**config.mk**
```make
export PLATFORM = sky130hd
export DESIGN_NAME = pipeline_hazard_ctrl
export DESIGN_NICKNAME = d
export VERILOG_FILES = /design/src/rtl/pipeline_hazard_ctrl.sv
export SDC_FILE = /design/constraint.sdc
export NUM_CORES = 1
export LEC_CHECK = 0
export ABC_AREA = 0
export CORE_ASPECT_RATIO = 0.7
export CORE_MARGIN = 1.5
export CORE_UTILIZATION = 50
export DETAILED_ROUTE_END_ITERATION = 8
export GPL_TIMING_DRIVEN = 0
export PLACE_DENSITY = 0.86
export SYNTH_ARGS = -nofsm -noshare
export SYNTH_HDL_FRONTEND = slang
export SYNTH_SLANG_ARGS = --single-unit
```
**constraint.sdc**
```tcl
create_clock -name clock -period 4.49 [get_ports clock]
set_clock_uncertainty 0.1 [all_clocks]
set_input_delay 0.449 -clock clock [delete_from_list [all_inputs] [get_ports clock]]
set_output_delay 0.449 -clock clock [all_outputs]
set_load 0.005 [all_outputs]
```
**src/rtl/pipeline_hazard_ctrl.sv**
```systemverilog
// Central hazard controller for the 5-stage RV32 core: stall/flush generation for the
// PC and the four stage registers, bounded data-memory wait, and a stall-cycle counter.

module pipeline_hazard_ctrl_chk (
  input logic clock,
  input logic resetn,
  input logic pc_stall,
  input logic if_id_stall,
  input logic if_id_flush,
  input logic id_ex_stall,
  input logic id_ex_flush,
  input logic ex_mem_stall,
  input logic ex_mem_flush,
  input logic mem_wb_stall,
  input logic mem_wb_flush,
  input logic mem_timeout
);

  // A stage register must never be told to hold and to squash in the same cycle.
  a_if_id_excl : assert property (@(posedge clock) disable iff (!resetn)
    !(if_id_stall && if_id_flush));
  a_id_ex_excl : assert property (@(posedge clock) disable iff (!resetn)
    !(id_ex_stall && id_ex_flush));
  a_ex_mem_excl : assert property (@(posedge clock) disable iff (!resetn)
    !(ex_mem_stall && ex_mem_flush));
  a_mem_wb_excl : assert property (@(posedge clock) disable iff (!resetn)
    !(mem_wb_stall && mem_wb_flush));
  a_timeout_flush : assert property (@(posedge clock) disable iff (!resetn)
    mem_timeout |-> (mem_wb_flush && ex_mem_flush && !pc_stall));

endmodule

module pipeline_hazard_ctrl #(
  parameter int MAX_WAIT = 16,
  parameter int CNT_W    = 32
) (
  input  logic             clock,
  input  logic             resetn,
  input  logic [4:0]       id_rs1,
  input  logic [4:0]       id_rs2,
  input  logic             id_uses_rs1,
  input  logic             id_uses_rs2,
  input  logic             ex_mem_read,
  input  logic [4:0]       ex_rd,
  input  logic             branch_taken_ex,
  input  logic             exception,
  input  logic             mem_req,
  input  logic             mem_ready,
  output logic             pc_stall,
  output logic             if_id_stall,
  output logic             if_id_flush,
  output logic             id_ex_stall,
  output logic             id_ex_flush,
  output logic             ex_mem_stall,
  output logic             ex_mem_flush,
  output logic             mem_wb_stall,
  output logic             mem_wb_flush,
  output logic             mem_timeout,
  output logic [CNT_W-1:0] stall_count
);

  localparam int                WAIT_W    = $clog2(MAX_WAIT);
  localparam logic [WAIT_W-1:0] WAIT_ZERO = {WAIT_W{1'b0}};
  localparam logic [WAIT_W-1:0] WAIT_ONE  = WAIT_W'(1);
  localparam logic [WAIT_W-1:0] WAIT_LAST = WAIT_W'(MAX_WAIT - 1);
  localparam logic [CNT_W-1:0]  CNT_ZERO  = {CNT_W{1'b0}};
  localparam logic [CNT_W-1:0]  CNT_ONE   = CNT_W'(1);
  localparam logic [CNT_W-1:0]  CNT_MAX   = {CNT_W{1'b1}};

  typedef enum logic [1:0] {
    RUN      = 2'd0,
    MEM_WAIT = 2'd1,
    TRAP     = 2'd2
  } state_t;

  state_t            state_r;
  state_t            state_s;
  logic [WAIT_W-1:0] wait_cnt_r;
  logic [WAIT_W-1:0] wait_cnt_s;
  logic [CNT_W-1:0]  stall_count_r;

  logic mem_miss_s;
  logic rs1_hit_s;
  logic rs2_hit_s;
  logic load_use_s;

  logic pc_stall_s;
  logic if_id_stall_s;
  logic if_id_flush_s;
  logic id_ex_stall_s;
  logic id_ex_flush_s;
  logic ex_mem_stall_s;
  logic ex_mem_flush_s;
  logic mem_wb_stall_s;
  logic mem_wb_flush_s;
  logic mem_timeout_s;

  assign mem_miss_s = mem_req & ~mem_ready;
  assign rs1_hit_s  = id_uses_rs1 & (id_rs1 == ex_rd);
  assign rs2_hit_s  = id_uses_rs2 & (id_rs2 == ex_rd);
  assign load_use_s = ex_mem_read & (ex_rd != 5'd0) & (rs1_hit_s | rs2_hit_s);

  // Next-state, wait counter and raw stall/flush decode.
  always_comb begin
    state_s        = state_r;
    wait_cnt_s     = wait_cnt_r;
    pc_stall_s     = 1'b0;
    if_id_stall_s  = 1'b0;
    if_id_flush_s  = 1'b0;
    id_ex_stall_s  = 1'b0;
    id_ex_flush_s  = 1'b0;
    ex_mem_stall_s = 1'b0;
    ex_mem_flush_s = 1'b0;
    mem_wb_stall_s = 1'b0;
    mem_wb_flush_s = 1'b0;
    mem_timeout_s  = 1'b0;
    case (state_r)
      RUN: begin
        if (exception) begin
          if_id_flush_s  = 1'b1;
          id_ex_flush_s  = 1'b1;
          ex_mem_flush_s = 1'b1;
          state_s        = TRAP;
        end else if (mem_miss_s) begin
          pc_stall_s     = 1'b1;
          if_id_stall_s  = 1'b1;
          id_ex_stall_s  = 1'b1;
          ex_mem_stall_s = 1'b1;
          mem_wb_flush_s = 1'b1;
          state_s        = MEM_WAIT;
          wait_cnt_s     = WAIT_ONE;
        end else if (branch_taken_ex) begin
          // The ID instruction is wrong-path, so any load-use stall it implies is dropped.
          if_id_flush_s = 1'b1;
          id_ex_flush_s = 1'b1;
        end else if (load_use_s) begin
          pc_stall_s    = 1'b1;
          if_id_stall_s = 1'b1;
          id_ex_flush_s = 1'b1;
        end else begin
          state_s = RUN;
        end
      end
      MEM_WAIT: begin
        if (mem_ready) begin
          state_s    = RUN;
          wait_cnt_s = WAIT_ZERO;
        end else if (wait_cnt_r < WAIT_LAST) begin
          pc_stall_s     = 1'b1;
          if_id_stall_s  = 1'b1;
          id_ex_stall_s  = 1'b1;
          ex_mem_stall_s = 1'b1;
          mem_wb_flush_s = 1'b1;
          wait_cnt_s     = wait_cnt_r + WAIT_ONE;
        end else begin
          mem_timeout_s  = 1'b1;
          if_id_flush_s  = 1'b1;
          id_ex_flush_s  = 1'b1;
          ex_mem_flush_s = 1'b1;
          mem_wb_flush_s = 1'b1;
          state_s        = TRAP;
          wait_cnt_s     = WAIT_ZERO;
        end
      end
      TRAP: begin
        // Extra IF/ID squash covers the fetch-redirect latency.
        if_id_flush_s = 1'b1;
        state_s       = RUN;
      end
      default: begin
        state_s    = RUN;
        wait_cnt_s = WAIT_ZERO;
      end
    endcase
  end

  // State and wait-counter registers.
  always_ff @(posedge clock or negedge resetn) begin
    if (!resetn) begin
      state_r    <= RUN;
      wait_cnt_r <= WAIT_ZERO;
    end else begin
      state_r    <= state_s;
      wait_cnt_r <= wait_cnt_s;
    end
  end

  // Saturating count of PC-stall cycles.
  always_ff @(posedge clock or negedge resetn) begin
    if (!resetn) begin
      stall_count_r <= CNT_ZERO;
    end else if (pc_stall && (stall_count_r != CNT_MAX)) begin
      stall_count_r <= stall_count_r + CNT_ONE;
    end else begin
      stall_count_r <= stall_count_r;
    end
  end

  // Gating with resetn drops every control line the instant reset asserts.
  assign pc_stall     = resetn & pc_stall_s;
  assign if_id_stall  = resetn & if_id_stall_s;
  assign if_id_flush  = resetn & if_id_flush_s;
  assign id_ex_stall  = resetn & id_ex_stall_s;
  assign id_ex_flush  = resetn & id_ex_flush_s;
  assign ex_mem_stall = resetn & ex_mem_stall_s;
  assign ex_mem_flush = resetn & ex_mem_flush_s;
  assign mem_wb_stall = resetn & mem_wb_stall_s;
  assign mem_wb_flush = resetn & mem_wb_flush_s;
  assign mem_timeout  = resetn & mem_timeout_s;
  assign stall_count  = stall_count_r;

  pipeline_hazard_ctrl_chk u_chk (
    .clock        (clock),
    .resetn       (resetn),
    .pc_stall     (pc_stall),
    .if_id_stall  (if_id_stall),
    .if_id_flush  (if_id_flush),
    .id_ex_stall  (id_ex_stall),
    .id_ex_flush  (id_ex_flush),
    .ex_mem_stall (ex_mem_stall),
    .ex_mem_flush (ex_mem_flush),
    .mem_wb_stall (mem_wb_stall),
    .mem_wb_flush (mem_wb_flush),
    .mem_timeout  (mem_timeout)
  );

endmodule

```
# Yosys cells after proc, flatten, opt, wreduce, memory -nomap -nowiden
# Index checks and enable logic that the tools add are counted.
classes:
  n_addsub: 2
  order_cmp: 1
  n_eq_ne: 10
  n_mux: 37
  bitwise_logic: 15
  reduce_logical: 5
op_table:
  columns: ["operator", "count"]
  rows:
  - ["32-bit by 1-bit adder with 32-bit output, second input constant", 1]
  - ["32-bit != test, second input constant", 1]
  - ["1-bit 2-to-1 mux", 19]
  - ["4-bit 2-to-1 mux", 4]
  - ["1-bit bitwise AND", 12]
  - ["2-bit 2-to-1 mux", 6]
  - ["4-bit one-hot mux with 3 select lines", 1]
  - ["5-bit equality test", 2]
  - ["1-bit one-hot mux with 2 select lines", 5]
  - ["4-bit != test, second input constant", 2]
  - ["3-bit AND reduction", 2]
  - ["5-bit nonzero test", 1]
  - ["4-bit by 1-bit adder with 4-bit output, second input constant", 1]
  - ["4-bit < comparator, second input constant", 1]
  - ["2-bit != test, second input constant", 2]
  - ["2-bit one-hot mux with 2 select lines", 1]
  - ["3-bit != test, second input constant", 1]
  - ["1-bit one-hot mux with 3 select lines", 1]
  - ["2-bit by 1-bit equality test with 1-bit output, second input constant", 1]
  - ["2-bit equality test, second input constant", 1]
  - ["2-bit logical NOT", 1]
  - ["1-bit inverter", 2]
  - ["1-bit logical AND", 1]
  - ["1-bit OR", 1]
totals:
  register_bits: 38
  in_bits: 24
  wordCells: 73

# Logic depth before layout (Yosys ltp)
logic_depth:
  ltp_word: 11
  depth_mapped: 8
  ltp_nobuf: 8

# Worst setup path after synthesis
# No wires, ideal clock.
synth_path:
  path_kind: "input-to-output"
  start: "in ex_rd[0]"
  end: "out pc_stall"
  arrival_time_ns: 1.739
  required_time_ns: 3.941
  setup_slack_ns: 2.202
  path_stages: 6
  n_path_buf: 1
  cell_sequence: "or4_1 o21ai_1 nor2_4 a21oi_4 inv_2 buf_4"
synth_between:
  elab_chain_len: 10
  word_cells_on_any_way: 14
  cone_classes: "eq/ne: 2; mux: 5; bitwise: 6; reduce/logical: 1"
synth_rtl:
  columns: ["element", "line_no", "rtl"]
  rows:
  - ["start: declaration", "44", "input logic [4:0] ex_rd,"]
  - ["5-bit equality test, on equally long branches", "99, 100", null]
  - ["1-bit bitwise AND, on equally long branches", "99, 100", null]
  - ["1-bit OR", "101", "assign load_use_s = ex_mem_read & (ex_rd != 5'd0) & (rs1_hit_s | rs2_hit_s);"]
  - ["1-bit bitwise AND *", "101", null]
  - ["1-bit 2-to-1 mux * (4 in a row)", null, null]
  - ["1-bit one-hot mux with 2 select lines *", null, null]
  - ["1-bit bitwise AND *", null, null]
  - ["end: declaration", "49", "output logic pc_stall,"]
# Mark *: on every way between the ends. The rest lies on a longest branch, timed or not.

# Worst setup path in the final report
layout_path:
  start: "in ex_rd[0]"
  end: "out pc_stall"
layout_between:
  elab_chain_len: 10
  word_cells_on_any_way: 14
  cone_classes: "eq/ne: 2; mux: 5; bitwise: 6; reduce/logical: 1"
layout_rtl:
  columns: ["element", "line_no", "rtl"]
  rows:
  - ["5-bit equality test, on equally long branches", "99, 100", null]
  - ["1-bit bitwise AND, on equally long branches", "99, 100", null]
  - ["1-bit OR", "101", null]
  - ["1-bit bitwise AND *", "101", null]
  - ["1-bit 2-to-1 mux *", "136", "end else if (load_use_s) begin"]
  - ["1-bit 2-to-1 mux *", "132", "end else if (branch_taken_ex) begin"]
  - ["1-bit 2-to-1 mux *", "124", "end else if (mem_miss_s) begin"]
  - ["1-bit 2-to-1 mux *", "119", "if (exception) begin"]
  - ["1-bit one-hot mux with 2 select lines *", "117", "case (state_r)"]
  - ["1-bit bitwise AND *", "200", "assign pc_stall = resetn & pc_stall_s;"]
# Marked as above.

==> results.cfg <==
[floorplan]
ios = 66
rows = 19
core-area_mm2 = 0.00407
die_h_um = 58.5
dieArea_mm2 = 0.00482
die_w_um = 82.3
start_util_pct = 54.1

[setup_path]
cp_slowest_stage_delay_ns = 0.55
crit_slowest_cell = or4_1
endpoint_kind = output port
required_ns = 3.94
r2r.worst_path.cells = 7
crit_top_cell = clkdlybuf4s50_1
arrival_ns = 2.82
cp_max_fo = 10
crit_chain = clkdlybuf4s50_1, or4_1, o21ai_1, nor2_4, a21oi_4, inv_2, buf_4, clkdlybuf4s50_1
worstSetupPathType = in2out
cp-start-kind = input port

[flow_run]
max_cap_viol_count = 0

[grt]
grtUsageTotal_pct = 24.3
grt_first_pass_wirelength_um = 8740
grt_antenna_before_repair = 0
grt_max_degree = 42
grt_pass1_vias = 1811
grt-ovfl-total = 0

[route]
wirelength_um = 5220
drt-pass1-iter-count = 4
drc = 0
drt_iter0_drc = 123
drtAntennaViolNets = 0
dr_wl_met2_um = 2330
highest_layer = met4
via_per_inst = 5.62
wl_met1_um = 2560
wl_met3_um = 260
dr_total_vias = 1921
wl_per_cell_um = 15.3

[cells_and_area]
fin_nets = 316
drive_above_1_share_pct = 11.0
areaGrowthSynthToFinish_pct = 35.3
antenna_cells = 0
final_design_area_no_fill_mm2 = 0.00298

[placed_design]
pre_cts_slack_ns = 1.13
numPortBuffers = 64
hpwlAfterDp_um = 3900
gp_congestion = 0.827
placed_area_mm2 = 0.00290

[clock_network]
cts_buffers = 5
ctsHoldBuffers = 0
clk-insertion-delay-late_ns = 0.29
cts_buffer_depth = 2
path_clk_slew_ns = 0.06
tritoncts = built
post_cts_buffers = 0
cts_root_buffer = clkbuf_8
htree_levels = 2
cts_sinks = 38
cts_resized = 0

[synth]
synth_area_mm2 = 0.00220
ys_types = 47
yosysMostFrequentCell = dfrtp_1
synth_seq_cells = 38
synth_top_area_share_pct = 43.2
synth_edf_count = 0
synth-seq-area-share_pct = 43.2
syn_avg_cell_area_um2 = 10.0
synthTopCellsByArea = dfrtp_1 43%, xor2_1 9.6%, xnor2_1 6.0%
ys_warn_count = 0
syn_nets = 245
netlist_instances = 219
async_flop_share_pct = 100
synth_commonest_cells = 38 x dfrtp_1, 24 x xor2_1, 17 x nand2_1, 15 x xnor2_1, 14 x nand3_1
synth_top_area_cell = dfrtp_1
synthFlopType = dfrtp_1

[power_and_ir_drop]
power_mw = 0.785
cellLeakagePower_nw = 1.28
vdd_drop_max_uv = 288
p_per_area_mw_per_mm2 = 264

[timing]
tns_ns = 0
finalCritPeriodShare_pct = 75.0
max_slew_margin_pct = 39.3
min_period_ns = 3.37
drv_slew = 0
max_freq_ghz = 0.297
fin_ws_ns = 1.12
worst_pin_slew_ns = 0.911
rsz0062_at_grt = no
holdWs_ns = 0.177
hold_viol = 0
finalSetupViolations = 0

[outcome]
status = complete, no violations

[hold_path]
hold_class = in2async
==> cells in the final DEF (no fill, tap or decap), drive strengths merged <==
cell type	n
a211oi	1
a21oi	6
a22o	1
a31oi	1
and2	3
and3	2
and4	3
buf	8
clkbuf	8
clkdlybuf4s50	63
conb	1
dfrtp	38
ha	2
inv	6
mux2	3
nand2	17
nand2b	2
nand3	14
nand4	10
nor2	12
nor2b	2
nor3	14
nor3b	2
nor4	13
nor4b	2
o21ai	8
o22ai	1
o41ai	1
or2	1
or3	2
or3b	1
or4	2
or4b	1
xnor2	15
xor2	24
==> per-layer routing <==
layer  global-route usage (%)  vias up
met4                     9.44        0
li1                         -      924
met2                     35.2       65
met3                     4.81        7
met1                     35.8      925
met5                        0        -
==> kinds of logic (layout without fill, tap and decap cells) <==
logic type,after synthesis,count (layout),share of synthesized area (%)
and+or+nand+nor,103,103,29.4
xor gates and xnor gates,39,39,15.5
DFF,38,38,43.2
AOI/OAI and AO/OA,19,19,5.57
buffers and inverters,14,85,3.41
muxes,3,3,1.53
adders and majority gates,2,2,1.14
other,1,1,0.170
==> final cells by class <==
type,instances,area (µm²)
Timing Repair Buffer,64,636
Fill cell,279,1090
Tap cell,52,65.1
Buffer,8,52.6
Clock buffer,7,76.3
Multi-Input combinational cell,167,1170
Sequential cell,38,951
Inverter,6,22.5
==> report_power, final <==
part	internal (mW)	switching [mW]	leakage (nW)
sequential	0.369	0.0350	0.512
clock	0.107	0.112	0.0383
combinational	0.0946	0.0680	0.729
total	0.570	0.215	1.28
==> flip-flops by register name, summed over array words and instances (netlist names) <==
name         cells
stall_count     32
wait_cnt_r       4
state_r          2
==> critical path: cells and delay by family <==
kind | cells | cell delay, ns
compound gates | 2 | 0.59
buf+inv | 4 | 1.17
simple gates | 2 | 0.61
==> stage by stage <==
| stage | cells | util (%) |
|---|---|---|
| finish | 342 | 73.3 |
| CTS | 342 | 73.3 |
| global route | 342 | 73.3 |
| floorplan | 219 | - |
| global placement | 335 | 71.5 |
| detailed placement | 335 | 71.4 |
==> final timing paths <==
kind,end,slack (ns),from
worst max-delay path,pc_stall,1.12,ex_rd[0]
worst min-delay path,wait_cnt_r[0]$_DFFE_PN0P_,0.18,resetn
worst max register to register,stall_count[6]$_DFFE_PN0P_,2.04,stall_count[0]$_DFFE_PN0P_
worst min register to register,stall_count[19]$_DFFE_PN0P_,0.39,stall_count[19]$_DFFE_PN0P_
max in group asynchronous,stall_count[29]$_DFFE_PN0P_,3.53,resetn
min in group clock,stall_count[19]$_DFFE_PN0P_,0.39,stall_count[19]$_DFFE_PN0P_
Note: power is estimated with default switching activity, not from simulation.
